**src/rtl/instr_fetch_unit.sv**
```systemverilog
// Instruction fetch front end: owns the program counter, issues one-word
// fetches to the RAM fetch port, captures the returned word into the
// instruction register and offers it downstream with a valid/ready handshake.
// Branch redirects flush whatever fetch is in flight. Data-port stalls
// (mem_busy) hold off new requests.
module instr_fetch_unit #(
    parameter int              PC_W     = 8,
    parameter int              ADDR_W   = 16,
    parameter int              INSTR_W  = 32,
    parameter logic [PC_W-1:0] RESET_PC = 8'h00
) (
    input  logic               clk,
    input  logic               rst,
    output logic               fetch_en,
    output logic [ADDR_W-1:0]  fetch_address,
    input  logic [INSTR_W-1:0] fetch_out,
    input  logic               mem_busy,
    input  logic               branch_valid,
    input  logic [PC_W-1:0]    branch_target,
    output logic [INSTR_W-1:0] instr,
    output logic [PC_W-1:0]    instr_pc,
    output logic               instr_valid,
    input  logic               instr_ready
);

    typedef enum logic [1:0] {
        IDLE = 2'd0,
        REQ  = 2'd1,
        RESP = 2'd2,
        HOLD = 2'd3
    } state_t;

    state_t            state;
    state_t            state_nxt;
    logic [PC_W-1:0]   pc;
    logic [PC_W-1:0]   pc_nxt;
    logic              capture;

    // State and program counter register
    always_ff @(posedge clk) begin
        if (rst) begin
            state <= IDLE;
            pc    <= RESET_PC;
        end else begin
            state <= state_nxt;
            pc    <= pc_nxt;
        end
    end

    // Instruction register: loaded only when a RESP completes without a redirect
    always_ff @(posedge clk) begin
        if (rst) begin
            instr    <= '0;
            instr_pc <= '0;
        end else if (capture) begin
            instr    <= fetch_out;
            instr_pc <= pc;
        end
    end

    // Next-state, next-pc and capture decode; a redirect overrides everything but reset
    always_comb begin
        state_nxt = state;
        pc_nxt    = pc;
        capture   = 1'b0;

        case (state)
            IDLE: state_nxt = REQ;
            REQ: begin
                // The request goes out this cycle only if the data port is free
                if (!mem_busy) begin
                    state_nxt = RESP;
                end
            end
            RESP: begin
                // RAM data is valid now; mem_busy cannot cancel an in-flight response
                capture   = 1'b1;
                state_nxt = HOLD;
            end
            HOLD: begin
                // Advance only once downstream has taken the held word
                if (instr_ready) begin
                    pc_nxt    = pc + PC_W'(1);
                    state_nxt = REQ;
                end
            end
            default: state_nxt = IDLE;
        endcase

        // Redirect: drop the held word or the in-flight fetch and restart at the target
        if (branch_valid) begin
            pc_nxt    = branch_target;
            state_nxt = REQ;
            capture   = 1'b0;
        end
    end

    // Outputs decoded from the state register; only fetch_en looks at an input
    always_comb begin
        fetch_en      = (state == REQ) && !mem_busy;
        instr_valid   = (state == HOLD);
        fetch_address = {{(ADDR_W - PC_W){1'b0}}, pc};
    end

endmodule

```
**config.mk**
```make
export PLATFORM = sky130hd
export DESIGN_NAME = instr_fetch_unit
export DESIGN_NICKNAME = d
export VERILOG_FILES = /design/src/rtl/instr_fetch_unit.sv
export SDC_FILE = /design/constraint.sdc
export NUM_CORES = 1
export LEC_CHECK = 0
export ABC_AREA = 0
export CORE_UTILIZATION = 41
export CTS_BUF_LIST = sky130_fd_sc_hd__clkbuf_8
export CTS_CLUSTER_DIAMETER = 30
export DETAILED_ROUTE_END_ITERATION = 16
export PLACE_DENSITY = 0.84
export SETUP_SLACK_MARGIN = 0.3
export SYNTH_ARGS = -nofsm -noshare
export SYNTH_HDL_FRONTEND = slang
export SYNTH_SLANG_ARGS = --single-unit
```
**constraint.sdc**
```tcl
create_clock -name clk -period 1.95 [get_ports clk]
set_input_delay 0.39 -clock clk [delete_from_list [all_inputs] [get_ports clk]]
set_output_delay 0.39 -clock clk [all_outputs]
set_load 0.005 [all_outputs]
```
==> flow_summary_export.csv, run 1 <==
group,metric,value,unit
timing,setup_viol,0,
clock_network,cts_tree,"yes",
synth,yosys.area.top_type_share,0.5025,
synth,ys_top_cells_by_area,"dfxtp_1 50%, nand2_1 16%, a21oi_1 10%, buf_4 3.0%, clkbuf_1 2.8%",
die,die_area,5141,um^2
clock_network,clockRootBuffer,"clkbuf_8",
finish,fin_area,3187,um^2
detailed_routing,num_vias,1985,
finish,multiInputGateArea,923.4,um^2
global_routing,grt_pass1_wl,8.190,mm
critical_path,arrival,1.25,ns
global_routing,grt_pass1_vias,1876,
die,die_height,71.70,um
global_routing,globalRouteOverflowTotal,0,
clock_network,clk_latency,0.29,ns
finish,drive_gt1_frac,0.1095,
timing,period_share,0.8403,
global_routing,grt_antenna_before_repair,0,
die,initial_core_util,0.4422,
critical_path,reg2reg_setup_slack,0.36,ns
detailed_routing,wl,4.998,mm
clock_network,htreeDepth,2,
global_routing,grt_max_degree,33,
die,die_x,71.70,um
timing,final-hold-violation-count,0,
die,boundaryPins,103,
synth,ys_ff_latch,50,
finish,antennaDiodeCount,0,
detailed_routing,wire_per_inst,12.53,um
finish,fillers,380,
timing,worst_pin_slew,0.6173,ns
timing,finalSetupTns,0,ns
synth,synth_area,1992,um^2
placed_design,io_buffer_count,94,
clock_network,numClockSinks,50,
placed_design,hpwl,3.496,mm
pwr,leakagePower,1.123,nW
clock_network,clkTransAtPathRegs,0.09,ns
worst_hold_path,hold_depth,2,
global_routing,grt_use_total,0.1971,
critical_path,timing.rr.start,"state[0]",
finish,regArea,1021,um^2
clock_network,numCtsBuffers,5,
placed_design,globalplace.congestion,0.7744,
detailed_routing,firstDrtPassIters,4,
worst_hold_path,worstHoldStart,"instr[21]",
die,fp-row-count,24,
critical_path,rr_worst_depth,5,
timing,slew_headroom,0.5885,
detailed_routing,drt_iter0_drc,133,
timing,clock-skew-final,0.006175,ns
timing,slew_viol_final,0,
worst_hold_path,min_to,"instr[21]",
critical_path,path_class,"flip-flop to output port",
finish,post-route-util,0.7075,
synth,yosys.area.top_type,"dfxtp_1",
critical_path,reg2reg_to,"pc[7]",
timing,min_period,1.639,ns
critical_path,required,1.56,ns
timing,fmax,610.3,MHz
critical_path,startpoint_type,"flip-flop",
pwr,vdd_drop_max,527.5,uV
clock_network,cts_max_path_buffers,2,
critical_path,crit_fanout,3,
run,drv_cap,0,
detailed_routing,drc,0,
synth,yosysSeqAreaShare,0.5025,
clock_network,hold_buffers,0,
die,core-area,4504,um^2
detailed_routing,vias_per_cell,4.975,
synth,ys_warn_count,0,
timing,rsz0062_at_grt,"true",
pwr,p_per_area,695.1,nW/um^2
outcome,status,"finished, final reports clean",
synth,synthDistinctLibCells,32,
placed_design,dpl-instance-area,2965,um^2
worst_hold_path,hp-class,"flip-flop to flip-flop",
critical_path,endpoint_kind,"output port",
detailed_routing,postRouteAntennaNets,0,
finish,fin_nets,395,
finish,area_delta_synth_final,59.99,%
synth,avgSynthCellArea,7.936,um^2
synth,synthCells,251,
[per-stage QoR]
stage	power, mW	setup slack [ns]	hold slack (ns)	instances
after floorplan	1.196	0.4354	0.4527	258
after global placement	1.352	0.1266	0.4409	389
after detailed placement	1.357	0.07079	0.4462	389
after CTS	2.231	0.2691	0.4587	398
after global routing	2.311	0.2708	0.4699	399
final	2.215	0.3113	0.4562	399
[synthesized netlist by cell type]
cell	count
nor3b_1	1
dfxtp_1	50
nor2_1	6
o31a_1	1
a21oi_1	41
o31ai_1	1
a221oi_1	1
clkbuf_1	15
and3_1	1
nand2_1	83
or3_1	2
a31oi_1	1
nor4b_1	1
o21bai_1	1
nand4_1	1
buf_4	8
or3_2	1
xor2_1	1
xnor2_1	1
o21a_1	1
o21ai_0	6
or4_1	1
a211oi_1	2
inv_1	6
ha_1	4
a311oi_1	4
nand4_2	1
nand3_1	3
nand2b_1	1
nor2b_1	3
conb_1	1
and2_1	1
[kinds of logic (layout without fill, tap and decap cells)]
kind of cell / count (synthesis) / after routing / synth area share
adder cells (fa/ha/maj): 4 / 4 / 0.02513
flip-flops: 50 / 50 / 0.5025
buffers and inverters: 29 / 118 / 0.06972
AND/OR/NAND/NOR: 106 / 106 / 0.2255
AO/OA/AOI/OAI: 59 / 59 / 0.1665
other: 1 / 8 / 0.001883
XOR/XNOR: 2 / 2 / 0.008796
[cells in the final DEF (no fill, tap or decap), types with 2 or more instances in the layout]
cell / netlist / routed
nand2_1: 83 / 83
a21oi_1: 41 / 41
a311oi_2: 0 / 2
dfxtp_2: 0 / 7
dfxtp_4: 0 / 3
a311oi_1: 4 / 2
a211oi_1: 2 / 2
ha_1: 4 / 2
buf_4: 8 / 9
clkdlybuf4s50_1: 0 / 91
dfxtp_1: 50 / 40
bufinv_16: 0 / 2
dlygate4sd2_1: 0 / 2
clkbuf_8: 0 / 6
or3_1: 2 / 2
nand3_1: 3 / 2
o21ai_0: 6 / 6
ha_4: 0 / 2
conb_1: 1 / 8
nor2b_1: 3 / 2
inv_1: 6 / 5
nor2_1: 6 / 6
[worst max-delay path by stage]
stage               slack, ns         from       end  depth (start not counted)
detailed placement       0.07  instr_ready     pc[6]                          4
finish                   0.31     state[1]  fetch_en                          4
global route             0.27     state[1]  fetch_en                          4
floorplan                0.44     state[0]     pc[7]                          4
CTS                      0.27     state[1]  fetch_en                          4
global placement         0.13     mem_busy  fetch_en                          3
[state kept, by name, summed over array words and instances (netlist names)]
register and cells:
state 2, instr_pc 8, instr 32, pc 8
[what timing repair did]
item | in CTS | in global routing
pin swaps | 1 | 1
buffers inserted | 1 | 1
resized for setup | 15 | 9
gates cloned | 0 | 0
setup endpoints to repair | 10 | 7
[metal layers]
metal  GRT usage  wire (um)  vias up
met5           0          0        -
met4     0.05011         40        0
met3     0.06329        397        4
met2      0.3417       2471       83
met1      0.2361       2089      891
li1            -          -     1007
[critical path, cell delays in order, from the launching register on]
cell and delay (ns):
dfxtp_4 0.38, inv_2 0.05, ha_4 0.15, nor2b_1 0.12, dlygate4sd2_1 0.25
[layout make-up]
class                           instances  share of cell area
Clock buffer                            6             0.02591
Tap cell                               52             0.02042
Multi-Input combinational cell        179              0.2898
Clock inverter                          2             0.01885
Sequential cell                        50              0.3204
Timing Repair Buffer                  104              0.3176
Inverter                                6            0.007067
[power by group]
part	internal (mW)	switching [mW]	leakage (nW)	total, mW
combinational	0.163	0.0995	0.642	0.262
clock	0.547	0.323	0.0714	0.870
sequential	1.05	0.0323	0.410	1.08
total	1.76	0.455	1.12	2.22
No activity file was read; power rests on OpenSTA's default activity.
==> run 2, diff against run 1 <==
==> constraint.sdc (replaced) <==
create_clock -name clk -period 1.56 [get_ports clk]
set_input_delay 0.312 -clock clk [delete_from_list [all_inputs] [get_ports clk]]
set_output_delay 0.312 -clock clk [all_outputs]
set_load 0.005 [all_outputs]
==> run 2 against run 1 <==
Flip-flop and latch count is the same; core utilization is 4.0 points higher; worst hold slack got worse by 0.013 ns; clock skew about the same; critical endpoint unchanged; largest power group unchanged.
==> flow_summary_export.csv, run 2 (synthesized netlist as in run 1, its figures left out) <==
group,metric,value,unit
pwr,netSwitchingPower,0.5895,mW
clock_network,numCtsBuffers,5,
pwr,pwr-share-seq,0.504,
critical_path,startpoint,"state[1]",
placed_design,globalplace.congestion,0.8126,
die,initial_core_util,0.4422,
worst_hold_path,worstHoldStart,"branch_valid",
detailed_routing,drt_iter0_drc,105,
pwr,vdd_drop_max,485.8,uV
detailed_routing,wl,5.530,mm
finish,final_common_cell,"nand2_1",
worst_hold_path,hp-class,"primary input to flip-flop",
critical_path,required,1.25,ns
timing,rsz0062_at_grt,"true",
timing,period_share,0.9262,
timing,timing.hold.ws,0.4436,ns
pwr,power_frac_clock,0.346,
die,fp-row-count,24,
global_routing,grt_use_total,0.2254,
critical_path,timing.rr.start,"state[0]",
clock_network,htreeDepth,2,
pwr,finalPower,2.647,mW
finish,drive_gt1_frac,0.2268,
critical_path,startpoint_type,"flip-flop",
global_routing,grt_antenna_before_repair,0,
placed_design,io_buffer_count,94,
timing,worst_pin_slew,0.5960,ns
finish,fin_nets,415,
clock_network,cts_max_path_buffers,2,
detailed_routing,drc,0,
critical_path,cp-endpoint,"fetch_en",
timing,min_period,1.445,ns
run,drv_cap,0,
pwr,combPwrFrac,0.149,
timing,setup_viol,0,
clock_network,clkTransAtPathRegs,0.09,ns
finish,final_cell_mix,"82 x nand2_1, 49 x dlygate4sd2_1, 42 x clkdlybuf4s50_1, 41 x a21oi_1, 23 x dfxtp_1",
detailed_routing,wire_per_inst,13.23,um
timing,slew_viol_final,0,
global_routing,grt_max_degree,30,
placed_design,hpwl,3.566,mm
critical_path,rr_worst_depth,7,
critical_path,arrival,1.13,ns
die,boundaryPins,103,
pwr,leakagePower,1.460,nW
clock_network,hold_buffers,0,
detailed_routing,firstDrtPassIters,5,
timing,clock-skew-final,0.006605,ns
pwr,p_int,2.058,mW
clock_network,clk_latency,0.29,ns
die,die_area,5141,um^2
global_routing,globalRouteOverflowTotal,0,
critical_path,crit_fanout,3,
detailed_routing,vias_per_cell,4.967,
finish,antennaDiodeCount,0,
critical_path,path_class,"flip-flop to output port",
pwr,p_per_area,786.0,nW/um^2
global_routing,grt_pass1_vias,2089,
outcome,status,"finished, final reports clean",
clock_network,cts_tree,"yes",
detailed_routing,num_vias,2076,
die,die_x,71.70,um
critical_path,endpoint_kind,"output port",
detailed_routing,postRouteAntennaNets,0,
die,core-area,4504,um^2
clock_network,clockRootBuffer,"clkbuf_8",
global_routing,grt_pass1_wl,9.087,mm
timing,fmax,692.1,MHz
pwr,switching_share,0.2227,
finish,reg.largest.list,"instr x32, instr_pc x8, pc x8",
finish,regMostFlops,"instr",
critical_path,reg2reg_to,"state[1]",
finish,fillers,356,
die,die_height,71.70,um
finish,largest_reg_flops,32,
finish,area_delta_synth_final,69.10,%
timing,slew_headroom,0.6027,
critical_path,reg2reg_setup_slack,0.12,ns
clock_network,numClockSinks,50,
timing,final-hold-violation-count,0,
[run 2: worst min-delay path by stage]
stage	to	slack, ns	depth (start not counted)
after global routing	state[1]	0.45	2
after global placement	instr[18]	0.44	2
after floorplan	state[1]	0.38	1
after detailed placement	instr[15]	0.45	2
after CTS	state[1]	0.44	2
final	state[1]	0.44	2
[run 2: repair_timing]
item / in CTS / in global routing
resized for setup: 103 / 6
buffers inserted: 15 / 0
pin swaps: 9 / 3
endpoints found under the hold margin: 0 / 0
cloned: 2 / 0
endpoints found under the setup margin: 82 / 52
[run 2: area by class of cell]
cell class | instances | area [um^2] | share of cell area
clock buffers | 6 | 82.58 | 0.02452
clock inverters | 1 | 30.03 | 0.008915
inverters | 6 | 22.52 | 0.006686
multi-input cells | 179 | 969.7 | 0.2879
flip-flops and latches | 50 | 1050 | 0.3117
well taps | 52 | 65.06 | 0.01932
repair buffers | 124 | 1149 | 0.3410
[run 2: power groups by stage]
stage / sequential (mW) / combinational, mW / clock, mW
floorplan: 1.38 / 0.124 / 0
global placement: 1.38 / 0.337 / 0
detailed placement: 1.38 / 0.341 / 0
CTS: 1.34 / 0.384 / 0.940
global route: 1.34 / 0.430 / 0.995
finish: 1.34 / 0.396 / 0.917
[run 2: routing by layer]
metal,vias to the layer above,track usage,share of wire
met1,946,0.2493,0.41
met2,75,0.4224,0.52
met5,-,0,0
li1,1047,-,-
met4,0,0.05882,0.012
met3,8,0.06188,0.059
[run 2: worst max-delay path, stage by stage (launching register included)]
cell	delay (ns)
dfxtp_2	0.37
inv_2	0.05
ha_2	0.17
nor2b_1	0.12
buf_2	0.12
[run 2: through the flow]
stage	utilization	setup slack [ns]	cells	TNS, ns	area, um^2
2_1_floorplan	-	0.1655	258	0	2036
3_3_place_gp	0.6800	-0.1433	394	-0.5237	3063
3_5_place_dp	0.6800	-0.2044	394	-1.044	3063
4_1_cts	0.7414	0.1224	418	0	3339
5_1_grt	0.7478	0.06309	418	0	3368
6_report	0.7478	0.1151	418	0	3368
==> run 3, diff against run 2 <==
--- a/config.mk
+++ b/config.mk
@@ -6,11 +6,10 @@
 export NUM_CORES = 1
 export LEC_CHECK = 0
 export ABC_AREA = 0
-export CORE_UTILIZATION = 41
-export CTS_BUF_LIST = sky130_fd_sc_hd__clkbuf_8
+export CORE_UTILIZATION = 39
 export CTS_CLUSTER_DIAMETER = 30
 export DETAILED_ROUTE_END_ITERATION = 16
-export PLACE_DENSITY = 0.84
+export PLACE_DENSITY = 0.8
 export SETUP_SLACK_MARGIN = 0.3
 export SYNTH_ARGS = -nofsm -noshare
 export SYNTH_HDL_FRONTEND = slang
==> run 3 against run 2 <==
Count of clock-buffer cells in the layout up 1; die area grew 5.0%; first-iteration DRC count decreased by 23%; largest cell class unchanged; highest routed layer unchanged.
==> flow_summary_export.csv, run 3 (synthesized netlist as in run 1, its figures left out) <==
group,metric,value,unit
outcome,status,"finished, final reports clean",
detailed_routing,drc,0,
timing,setup_viol,0,
timing,slew_viol_final,0,
timing,rsz0062_at_grt,"true",
clock_network,numClockSinks,50,
die,fp-row-count,25,
finish,regMostFlops,"instr",
timing,min_period,1.548,ns
critical_path,startpoint_type,"flip-flop",
clock_network,clk_latency,0.29,ns
finish,antennaDiodeCount,0,
run,drv_cap,0,
pwr,leakagePower,1.533,nW
global_routing,globalRouteOverflowTotal,0,
global_routing,grt_pass1_wl,9.018,mm
placed_design,globalplace.congestion,0.8066,
finish,drive_gt1_frac,0.2963,
critical_path,endpoint_kind,"flip-flop",
detailed_routing,wl,6.359,mm
finish,final_common_cell,"nand2_1",
clock_network,numCtsBuffers,5,
timing,period_share,0.9923,
timing,slew_headroom,0.6278,
clock_network,cts_tree,"yes",
timing,finalSetupTns,0,ns
die,core-area,4817,um^2
finish,fillers,366,
die,die_x,73.47,um
critical_path,arrival,1.74,ns
placed_design,hpwl,3.608,mm
die,die_area,5397,um^2
die,boundaryPins,103,
clock_network,htreeDepth,2,
detailed_routing,drt_iter0_drc,81,
critical_path,crit_fanout,4,
finish,largest_reg_flops,32,
critical_path,path_class,"flip-flop to flip-flop",
global_routing,grt_use_total,0.2178,
finish,final_cell_mix,"81 x nand2_1, 47 x dlygate4sd2_1, 41 x clkdlybuf4s50_1, 31 x a21oi_1, 27 x buf_4",
clock_network,clockRootBuffer,"clkbuf_8",
global_routing,grt_pass1_vias,1878,
placed_design,io_buffer_count,94,
pwr,p_per_area,691.1,nW/um^2
pwr,vdd_drop_max,449.0,uV
timing,final-hold-violation-count,0,
finish,area_delta_synth_final,80.59,%
detailed_routing,vias_per_cell,4.854,
detailed_routing,wire_per_inst,14.29,um
clock_network,cts_max_path_buffers,2,
worst_hold_path,hp-class,"flip-flop to flip-flop",
detailed_routing,postRouteAntennaNets,0,
timing,worst_pin_slew,0.5583,ns
die,die_height,73.47,um
die,initial_core_util,0.4135,
critical_path,required,1.75,ns
timing,fmax,646.0,MHz
global_routing,grt_antenna_before_repair,0,
finish,reg.largest.list,"instr x32, instr_pc x8, pc x8",
detailed_routing,firstDrtPassIters,4,
global_routing,grt_max_degree,27,
finish,fin_nets,427,
clock_network,clkTransAtPathRegs,0.08,ns
detailed_routing,num_vias,2160,
finish,post-route-util,0.7468,
timing,clock-skew-final,0.003426,ns
-- run 3: cell count changes in the layout (fill, tap and decap cells not counted), moves of 2 or more --
cell	previous run	this run
a21oi_1	41	31
a21oi_2	0	10
buf_6	5	8
buf_16	0	2
clkbuf_1	0	2
dlygate4sd2_1	49	47
clkbuf_16	0	2
ha_1	2	0
clkbuf_2	0	2
buf_4	22	27
-- run 3: area by class of cell --
| cell class | count | area [um^2] | share of cell area |
|---|---|---|---|
| clock buffers | 7 | 76.32 | 0.02122 |
| inverters | 6 | 22.52 | 0.006261 |
| multi-input cells | 179 | 1044 | 0.2901 |
| flip-flops and latches | 50 | 1046 | 0.2908 |
| well taps | 67 | 83.83 | 0.02330 |
| repair buffers | 136 | 1325 | 0.3683 |
-- run 3: final timing paths --
kind,start,depth (start not counted),endpoint,slack [ns]
worst max-delay path,state[1],6,pc[6],0.01
worst min-delay path,instr[1],2,instr[1],0.45
worst max register to register,state[1],6,pc[6],0.01
worst min register to register,instr[1],2,instr[1],0.45
-- run 3: critical path, cell delays in order, from the launching register on --
cell and delay, ns:
dfxtp_2 0.35, buf_6 0.11, ha_4 0.15, buf_4 0.12, nand3_4 0.08, or3_4 0.37
a311oi_1 0.26
-- run 3: metal layers --
layer | share of wire | vias to the layer above | GRT usage | wire (um)
met5 | 0 | - | 0 | 0
met4 | 0.0099 | 0 | 0.06197 | 63
met3 | 0.050 | 6 | 0.04938 | 320
met2 | 0.53 | 76 | 0.3731 | 3346
met1 | 0.41 | 1012 | 0.2730 | 2628
li1 | - | 1066 | - | -
-- run 3: where the power goes --
group	leakage (nW)	switching, mW	internal, mW	total [mW]
clock	0.0383	0.385	0.309	0.695
sequential	0.418	0.0285	1.31	1.34
combinational	1.08	0.182	0.268	0.450
-- run 3: metrics by stage --
step                cell area [um^2]  hold slack, ns  cells  setup slack (ns)  total power, mW
floorplan                       2036          0.3813    258            0.1655            1.499
global placement                3092          0.4409    411           -0.1602            1.717
detailed placement              3092          0.4453    411           -0.2995            1.722
CTS                             3446          0.4526    439           0.03895            2.468
global route                    3597          0.4697    445          -0.04325            2.595
finish                          3597          0.4534    445           0.01194            2.486
-- run 3: what timing repair did --
item	in CTS	in global routing
buffers inserted	19	4
cloned	2	2
resized for setup	113	26
pin swaps	10	7
setup endpoints to repair	96	54
hold buffers	0	0
